--- config.mk ---
export PLATFORM = sky130hd
export DESIGN_NAME = scan_decoder
export DESIGN_NICKNAME = d
export VERILOG_FILES = /design/src/rtl/scan_decoder_pkg.sv /design/src/rtl/scan_decoder_onehot_dec.sv /design/src/rtl/scan_decoder.sv
export SDC_FILE = /design/constraint.sdc
export NUM_CORES = 1
export LEC_CHECK = 0
export CORE_AREA = 2 2 39 41
export DETAILED_ROUTE_END_ITERATION = 8
export DIE_AREA = 0 0 41 43
export GPL_ROUTABILITY_DRIVEN = 0
export HOLD_SLACK_MARGIN = 0.12
export PLACE_DENSITY = 0.78
export SYNTH_ARGS = -nofsm -noshare
export SYNTH_HDL_FRONTEND = slang
export SYNTH_HIERARCHICAL = 1
export SYNTH_SLANG_ARGS = --single-unit
--- constraint.sdc ---
create_clock -name clk -period 3.85 [get_ports clk]
set_clock_uncertainty 0.1 [all_clocks]
set_input_delay 1.155 -clock clk [delete_from_list [all_inputs] [get_ports clk]]
set_output_delay 1.155 -clock clk [all_outputs]
set_load 0.01 [all_outputs]
--- src/rtl/scan_decoder_pkg.sv ---
// Shared types and constants for the scan decoder: FSM states and MODE encodings.
package scan_decoder_pkg;

    typedef enum logic [1:0] {
        ST_IDLE = 2'b00,
        ST_SCAN = 2'b01,
        ST_WAIT = 2'b10
    } state_e;

    localparam logic [1:0] MODE_DIRECT = 2'b00;
    localparam logic [1:0] MODE_SCAN   = 2'b01;
    localparam logic [1:0] MODE_HOLD   = 2'b10;
    localparam logic [1:0] MODE_RSVD   = 2'b11;

    // A scan is requested (or kept alive) only while enabled in SCAN mode.
    function automatic logic is_scan_req(input logic e, input logic [1:0] mode);
        return e && (mode == MODE_SCAN);
    endfunction

endpackage

--- src/rtl/scan_decoder_onehot_dec.sv ---
// Purely combinational N-to-2**N one-hot decoder; holds no state.
module onehot_dec #(
    parameter int N = 2
) (
    input  logic [N-1:0]      din,
    output logic [2**N-1:0]   dout
);

    // Clear every line, then raise the single line selected by din.
    always_comb begin
        dout       = '0;
        dout[din]  = 1'b1;
    end

endmodule

--- src/rtl/scan_decoder.sv ---
// Registered decoder with DIRECT, SCAN and HOLD modes; output polarity set by ACTIVE_LOW.
module scan_decoder
    import scan_decoder_pkg::*;
#(
    parameter int N          = 2,
    parameter bit ACTIVE_LOW = 1'b0
) (
    input  logic              clk,
    input  logic              rst,
    input  logic [N-1:0]      A,
    input  logic              E,
    input  logic [1:0]        MODE,
    output logic [2**N-1:0]   Y,
    output logic [N-1:0]      POS,
    output logic              DONE
);

    localparam int         W        = 2**N;
    localparam logic [N:0] LAST_CNT = (N+1)'(W - 1);

    state_e         state_q, state_d;
    logic [N:0]     cnt_q,   cnt_d;
    logic [N-1:0]   pos_q,   pos_d;
    logic [W-1:0]   y_q,     y_d;
    logic           done_q,  done_d;

    logic [N-1:0]   pos_inc;
    logic [N-1:0]   dec_sel;
    logic [W-1:0]   dec_out;
    logic           scan_req;

    // Position increment wraps naturally at N bits, so 2**N-1 -> 0 needs no gap cycle.
    assign pos_inc  = pos_q + N'(1);
    assign scan_req = is_scan_req(E, MODE);

    // While scanning the decoder looks one step ahead; otherwise it decodes A.
    assign dec_sel = (state_q == ST_SCAN) ? pos_inc : A;

    onehot_dec #(.N(N)) u_dec (
        .din  (dec_sel),
        .dout (dec_out)
    );

    // Next-state and next-output logic; every register holds unless a rule changes it.
    always_comb begin
        state_d = state_q;
        cnt_d   = cnt_q;
        pos_d   = pos_q;
        y_d     = y_q;
        done_d  = 1'b0;

        case (state_q)
            ST_IDLE: begin
                case (MODE)
                    MODE_DIRECT: begin
                        y_d   = E ? dec_out : '0;
                        pos_d = A;
                    end
                    MODE_SCAN: begin
                        if (E) begin
                            y_d     = dec_out;
                            pos_d   = A;
                            cnt_d   = '0;
                            state_d = ST_SCAN;
                        end else begin
                            y_d = '0;
                        end
                    end
                    MODE_HOLD: begin
                        y_d   = y_q;
                        pos_d = pos_q;
                    end
                    MODE_RSVD: begin
                        y_d = '0;
                    end
                    default: begin
                        y_d = '0;
                    end
                endcase
            end

            ST_SCAN: begin
                if (!scan_req) begin
                    y_d     = '0;
                    cnt_d   = '0;
                    state_d = ST_IDLE;
                end else if (cnt_q == LAST_CNT) begin
                    y_d     = '0;
                    done_d  = 1'b1;
                    cnt_d   = '0;
                    state_d = ST_WAIT;
                end else begin
                    y_d   = dec_out;
                    pos_d = pos_inc;
                    cnt_d = cnt_q + (N+1)'(1);
                end
            end

            ST_WAIT: begin
                y_d = '0;
                if (!scan_req) begin
                    state_d = ST_IDLE;
                end
            end

            default: begin
                y_d     = '0;
                cnt_d   = '0;
                state_d = ST_IDLE;
            end
        endcase
    end

    // State and output registers; reset acts immediately and clears any scan in flight.
    always_ff @(posedge clk or posedge rst) begin
        if (rst) begin
            state_q <= ST_IDLE;
            cnt_q   <= '0;
            pos_q   <= '0;
            y_q     <= '0;
            done_q  <= 1'b0;
        end else begin
            state_q <= state_d;
            cnt_q   <= cnt_d;
            pos_q   <= pos_d;
            y_q     <= y_d;
            done_q  <= done_d;
        end
    end

    // Polarity inversion is applied only to Y, after the register.
    assign Y    = ACTIVE_LOW ? ~y_q : y_q;
    assign POS  = pos_q;
    assign DONE = done_q;

endmodule

---- Word-level counts from Yosys, hierarchy flattened ----
Index checks and enable logic that the tools add are counted.
word-level totals
  bits in registers ....................... 12
  bits of input ports ..................... 7
  output and inout bits ................... 7
  word-level logic and storage cells ...... 61
operators by class
  add/subtract/negate cells ............... 2
  order comparisons ....................... 2
  equal/unequal tests ..................... 15
  muxes and demuxes ....................... 27
  bitwise logic cells ..................... 1
  reduce and logical (&&, ||, !) cells .... 9
operators by type and width
  operator                                                    number
  2-to-1 mux 2 bit                                            9
  case mux 4 bit (2 select lines)                             2
  2-to-1 mux 3 bit                                            4
  2-to-1 mux 4 bit                                            3
  inequality test 2 bit, second input constant                6
  case mux 3 bit (3 select lines)                             1
  case mux 2 bit (2 select lines)                             2
  == test 2 bit, second input constant                        3
  inequality test 3 x 2 -> 1 bit, second input constant       2
  case mux 2 bit (3 select lines)                             1
  AND reduction 5 bit                                         1
  == test 2 x 1 -> 1 bit, second input constant               2
  zero test 2 bit                                             2
  2-to-1 mux 1 bit                                            4
  AND reduction 4 bit                                         1
  adder 3 x 1 -> 3 bit, second input constant                 1
  == test 3 x 2 -> 1 bit, second input constant               1
  less-than comparator 2 x 3 -> 1 bit, second input constant  1
  inequality test 3 bit, second input constant                1
  AND reduction 3 bit                                         1
  adder 2 x 1 -> 2 bit, second input constant                 1
  demux 1 bit (select 2 bit)                                  1
  >= comparator 2 x 1 -> 1 bit, second input constant         1
  logical AND 1 bit                                           2
  other kinds (3)                                             3

---- Depth between registers and ports, before layout ----
  depth after elaboration ................. 9
  gate-level depth with buffers ........... 5
  mapped depth without buffers ............ 5

---- By module ----
The synthesis kept the hierarchy.
modules (own cells, without submodules)
  module        times used  cells each  area each (µm²)  seq. area each (µm²)
  scan_decoder  1           46          568.0            300.3
  onehot_dec    1           4           26.3             0.0

---- Worst setup path after synthesis ----
No wires, ideal clock.
  kind .................................... input -> register
  start ................................... in MODE[1]
  end ..................................... reg pos_q[0], in the netlist POS[0]
  setup time .............................. 125 ps
  arrival ................................. 1988 ps
  data required time ...................... 3625 ps
  setup slack ............................. 1637 ps
  stages on the path ...................... 2
  buffers on the path ..................... 0
  cells stage by stage .................... or4_4 -> mux2_4
between the ends
  cells in the longest elaborated chain, start to end .. 4
  elaborated cells on any way between the ends .. 9
  those cells by class .................... eq/ne: 4; mux: 2; reduce/logical: 3
ends and longest elaborated chain
  item                             RTL line                                    source
  start: declaration               scan_decoder.sv:12                          input logic [1:0] MODE,
  == test 2 x 1 -> 1 bit           scan_decoder_pkg.sv:17, scan_decoder.sv:54
  logical AND 1 bit                scan_decoder_pkg.sv:17                      return e && (mode == MODE_SCAN);
  inequality test 2 bit (no line)  n/a
  AND reduction 5 bit (no line)    n/a
  end signal: assignment           scan_decoder.sv:125                         pos_q <= pos_d;
  end: declaration                 scan_decoder.sv:23                          logic [N-1:0] pos_q, pos_d;
Parallel ways exist; a longest one is shown, timed or not.
A chain may end at the register's enable or synchronous reset.

---- Worst setup path in the final report ----
  start ................................... in E
  end ..................................... reg cnt_q[0]
between the ends
  cells in the longest elaborated chain, start to end .. 3
  elaborated cells on any way between the ends .. 5
  those cells by class .................... eq/ne: 1; mux: 2; reduce/logical: 2
ends and longest elaborated chain
  item                             RTL line                source
  start: declaration               scan_decoder.sv:11      input logic E,
  logical AND 1 bit                scan_decoder_pkg.sv:17
  2-to-1 mux 3 bit                 scan_decoder.sv:83      if (!scan_req) begin
  case mux 3 bit (3 select lines)  scan_decoder.sv:52      case (state_q)
  end signal: assignment           scan_decoder.sv:124     cnt_q <= cnt_d;
  end: declaration                 scan_decoder.sv:22      logic [N:0] cnt_q, cnt_d;
Parallel ways exist; a longest one is shown, timed or not.

==> qor.yml <==
outcome: "finished, final reports clean"
tightest_slew_ns: 0.669
worstRegToRegCells: 5
cpMaxStageDelayCell: "clkdlybuf4s50_1"
reg2reg_to: "POS[0]$_DFFE_PP0P_"
nets: 76
hold_ws_ns: 0.398
crit-reg2reg-launch: "cnt_q[0]$_DFFE_PP0P_"
cts.sinks: 12
syn_nets: 58
ys_seq_area_share_pct: 50.5
finalHoldViolCount: 0
rrSetupSlack_ns: 2.01
cts_resized: 0
fin_ws_ns: 1.30
met3_usage_pct: 1.57
dpl_cell_area_um2: 744
gr-max-usage-layer: "met2"
clockRootBuffer: "clkbuf_4"
maxCapViolations: 0
wl_per_cell_um: 13.1
grt_pass1_wl_mm: 1.72
rows: 14
cellLeakagePower_nw: 0.359
use_met1_pct: 17.6
die_x_um: 41
drv_slew: 0
avgSynthCellArea_um2: 11.9
grt_pass1_vias: 441
period_share_pct: 66.2
htree_levels: 1
cts_max_path_buffers: 2
ctsHoldBuffers: 0
drtPass1Iterations: 2
place_hpwl_um: 770
synth_top_area_share_pct: 50.5
intPower_mw: 0.222
met2_usage_pct: 22.5
synth.area.top_cells: "dfrtp_1 (51%), a22o_1 (7.4%), mux2_4 (5.1%)"
yosys_warnings: 6
cp-startpoint: "E"
fp.dieH_um: 43
setup_viol: 0
ir_worst_vdd_uv: 197
start_util_pct: 42.9
design.die.area_um2: 1760
drc: 0
hp-start: "cnt_q[2]$_DFFE_PP0P_"
cts_tree: "done"
clkLatencyLatePin_ns: 0.28
holdPathEnd: "cnt_q[2]$_DFFE_PP0P_"
min_period_ns: 2.55
cp_slowest_stage_delay_ns: 0.51
drive_above_1_share_pct: 19.4
clock_power_share_pct: 34.7
worstPathCellList: "clkdlybuf4s50_1, nor4bb_1, nand2_1, nor2_1, mux2_2"
path_max_fanout: 4
clk_pin_slew_ns: 0.07
power.switching_mw: 0.0698
grt.overflow.total: 0
cts_made_buffers: 3
numPortBuffers: 13
wl_mm: 1.09
vias_per_cell: 5.36
stdcell_area_um2: 781
relSlewSlack_pct: 54.8
pre_cts_ws_ns: 1.03
hold_class: "reg2reg"
syn_area_um2: 594
combPwrFrac_pct: 17.5
drt_iter0_drc: 2
ys_ff_latch: 12
area_growth_pct: 31.4
powerDensity_nw_per_um2: 373
synth_cell_type_count: 25
worst_setup_path_start_kind: "input pin"
core_area_um2: 1380
netSwitchingFraction_pct: 23.9
fill_cells: 130
synth_top_area_cell: "dfrtp_1"
min_path_cells: 1
grt_start_max_net_pins: 13
critPathRequiredTime_ns: 3.97
final.setup.tns_ns: 0
criticalPathCategory: "in2reg"
grt_usage_pct: 14.5
fmax_mhz: 393
ios: 14
seqPwrFrac_pct: 47.8
rsz0062_at_grt: "false"
syn_inst: 50
cp-end-kind: "register"
antenna_cells: 0
antenna_found_initial: 0
postCtsSetupRepairBufs: 0
antenna_left: 0
worstPathArrival_ns: 2.67
vias: 445
## Yosys cell counts
library cell,instances
mux2_2,1
nor4bb_1,1
and4b_1,1
ha_1,1
nand2b_1,2
and2_2,1
and2b_1,1
xnor2_1,1
a21boi_2,1
nor4b_1,1
nor2_1,5
nor2b_1,2
nor4b_2,1
o21a_1,1
a21boi_0,1
nand2b_2,1
inv_1,1
o21ai_0,1
nand2_1,3
or4_4,1
a22o_1,5
and2b_2,1
mux2_4,2
dfrtp_1,12
o21ai_1,2
## cells by family (layout without fill, tap and decap cells)
family | Yosys count | count (layout) | synth area share [%]
adders and majority gates | 1 | 1 | 2.10
xor gates and xnor gates | 1 | 1 | 1.47
and+or+nand+nor | 21 | 21 | 24.0
AOI/OAI and AO/OA | 11 | 11 | 14.3
buffers and inverters | 1 | 18 | 0.631
DFF | 12 | 12 | 50.5
muxes | 3 | 3 | 6.95
## registers in the layout, summed over array words and instances, names as in the netlist
| name | flops |
|---|---|
| cnt_q | 3 |
| POS | 2 |
| Y | 4 |
| state_q | 2 |
| DONE | 1 |
## cell usage in the layout, fill, tap and decap left out, types with 2 or more instances in the layout
cell,synthesis,layout
clkdlybuf4s50_1,0,13
dfrtp_1,12,12
a22o_1,5,5
nor2_1,5,5
nand2_1,3,3
clkbuf_4,0,3
nand2b_1,2,2
o21ai_1,2,2
nor2b_1,2,2
mux2_4,2,2
## layout make-up
| cell class | instances | area, um^2 | share of cell area, % |
|---|---|---|---|
| Tap cell | 16 | 20.0 | 2.56 |
| Multi-Input combinational cell | 37 | 290 | 37.2 |
| Clock buffer | 4 | 36.3 | 4.65 |
| Inverter | 1 | 3.75 | 0.481 |
| Timing Repair Buffer | 13 | 130 | 16.7 |
| Sequential cell | 12 | 300 | 38.5 |
## per-stage QoR
stage | instances | utilization (%) | total power, mW
6_report | 83 | 56.4 | 0.292
3_5_place_dp | 79 | 53.8 | 0.193
2_1_floorplan | 50 | - | 0.169
5_1_grt | 83 | 56.4 | 0.305
4_1_cts | 83 | 56.4 | 0.294
3_3_place_gp | 79 | 53.8 | 0.192
## worst max path at each step
| stage | to | slack, ns | depth (start not counted) |
|---|---|---|---|
| 2_1_floorplan | POS[0]$_DFFE_PP0P_ | 1.64 | 2 |
| 3_3_place_gp | POS[1]$_DFFE_PP0P_ | 1.05 | 4 |
| 3_5_place_dp | POS[1]$_DFFE_PP0P_ | 1.03 | 4 |
| 4_1_cts | POS[0]$_DFFE_PP0P_ | 1.32 | 4 |
| 5_1_grt | cnt_q[0]$_DFFE_PP0P_ | 1.17 | 5 |
| 6_report | cnt_q[0]$_DFFE_PP0P_ | 1.30 | 5 |
## worst max-delay path: cells and delay by family
kind | cells | cell delay (ns)
and+or+nand+nor | 3 | 0.84
buffers and inverters | 1 | 0.51
muxes | 1 | 0.16
## power by group through the flow
stage / Sequential (mW) / Clock (mW) / Combinational [mW]
floorplan: 0.143 / 0 / 0.0258
global placement: 0.142 / 0 / 0.0506
detailed placement: 0.142 / 0 / 0.0508
CTS: 0.139 / 0.103 / 0.0514
global route: 0.140 / 0.110 / 0.0555
finish: 0.139 / 0.101 / 0.0511
## per-layer routing
layer,up-vias,wire length [um]
met5,-,0
met4,0,38
li1,215,-
met3,5,49
met1,212,497
met2,13,501
Power figures use the tool's default switching activity.
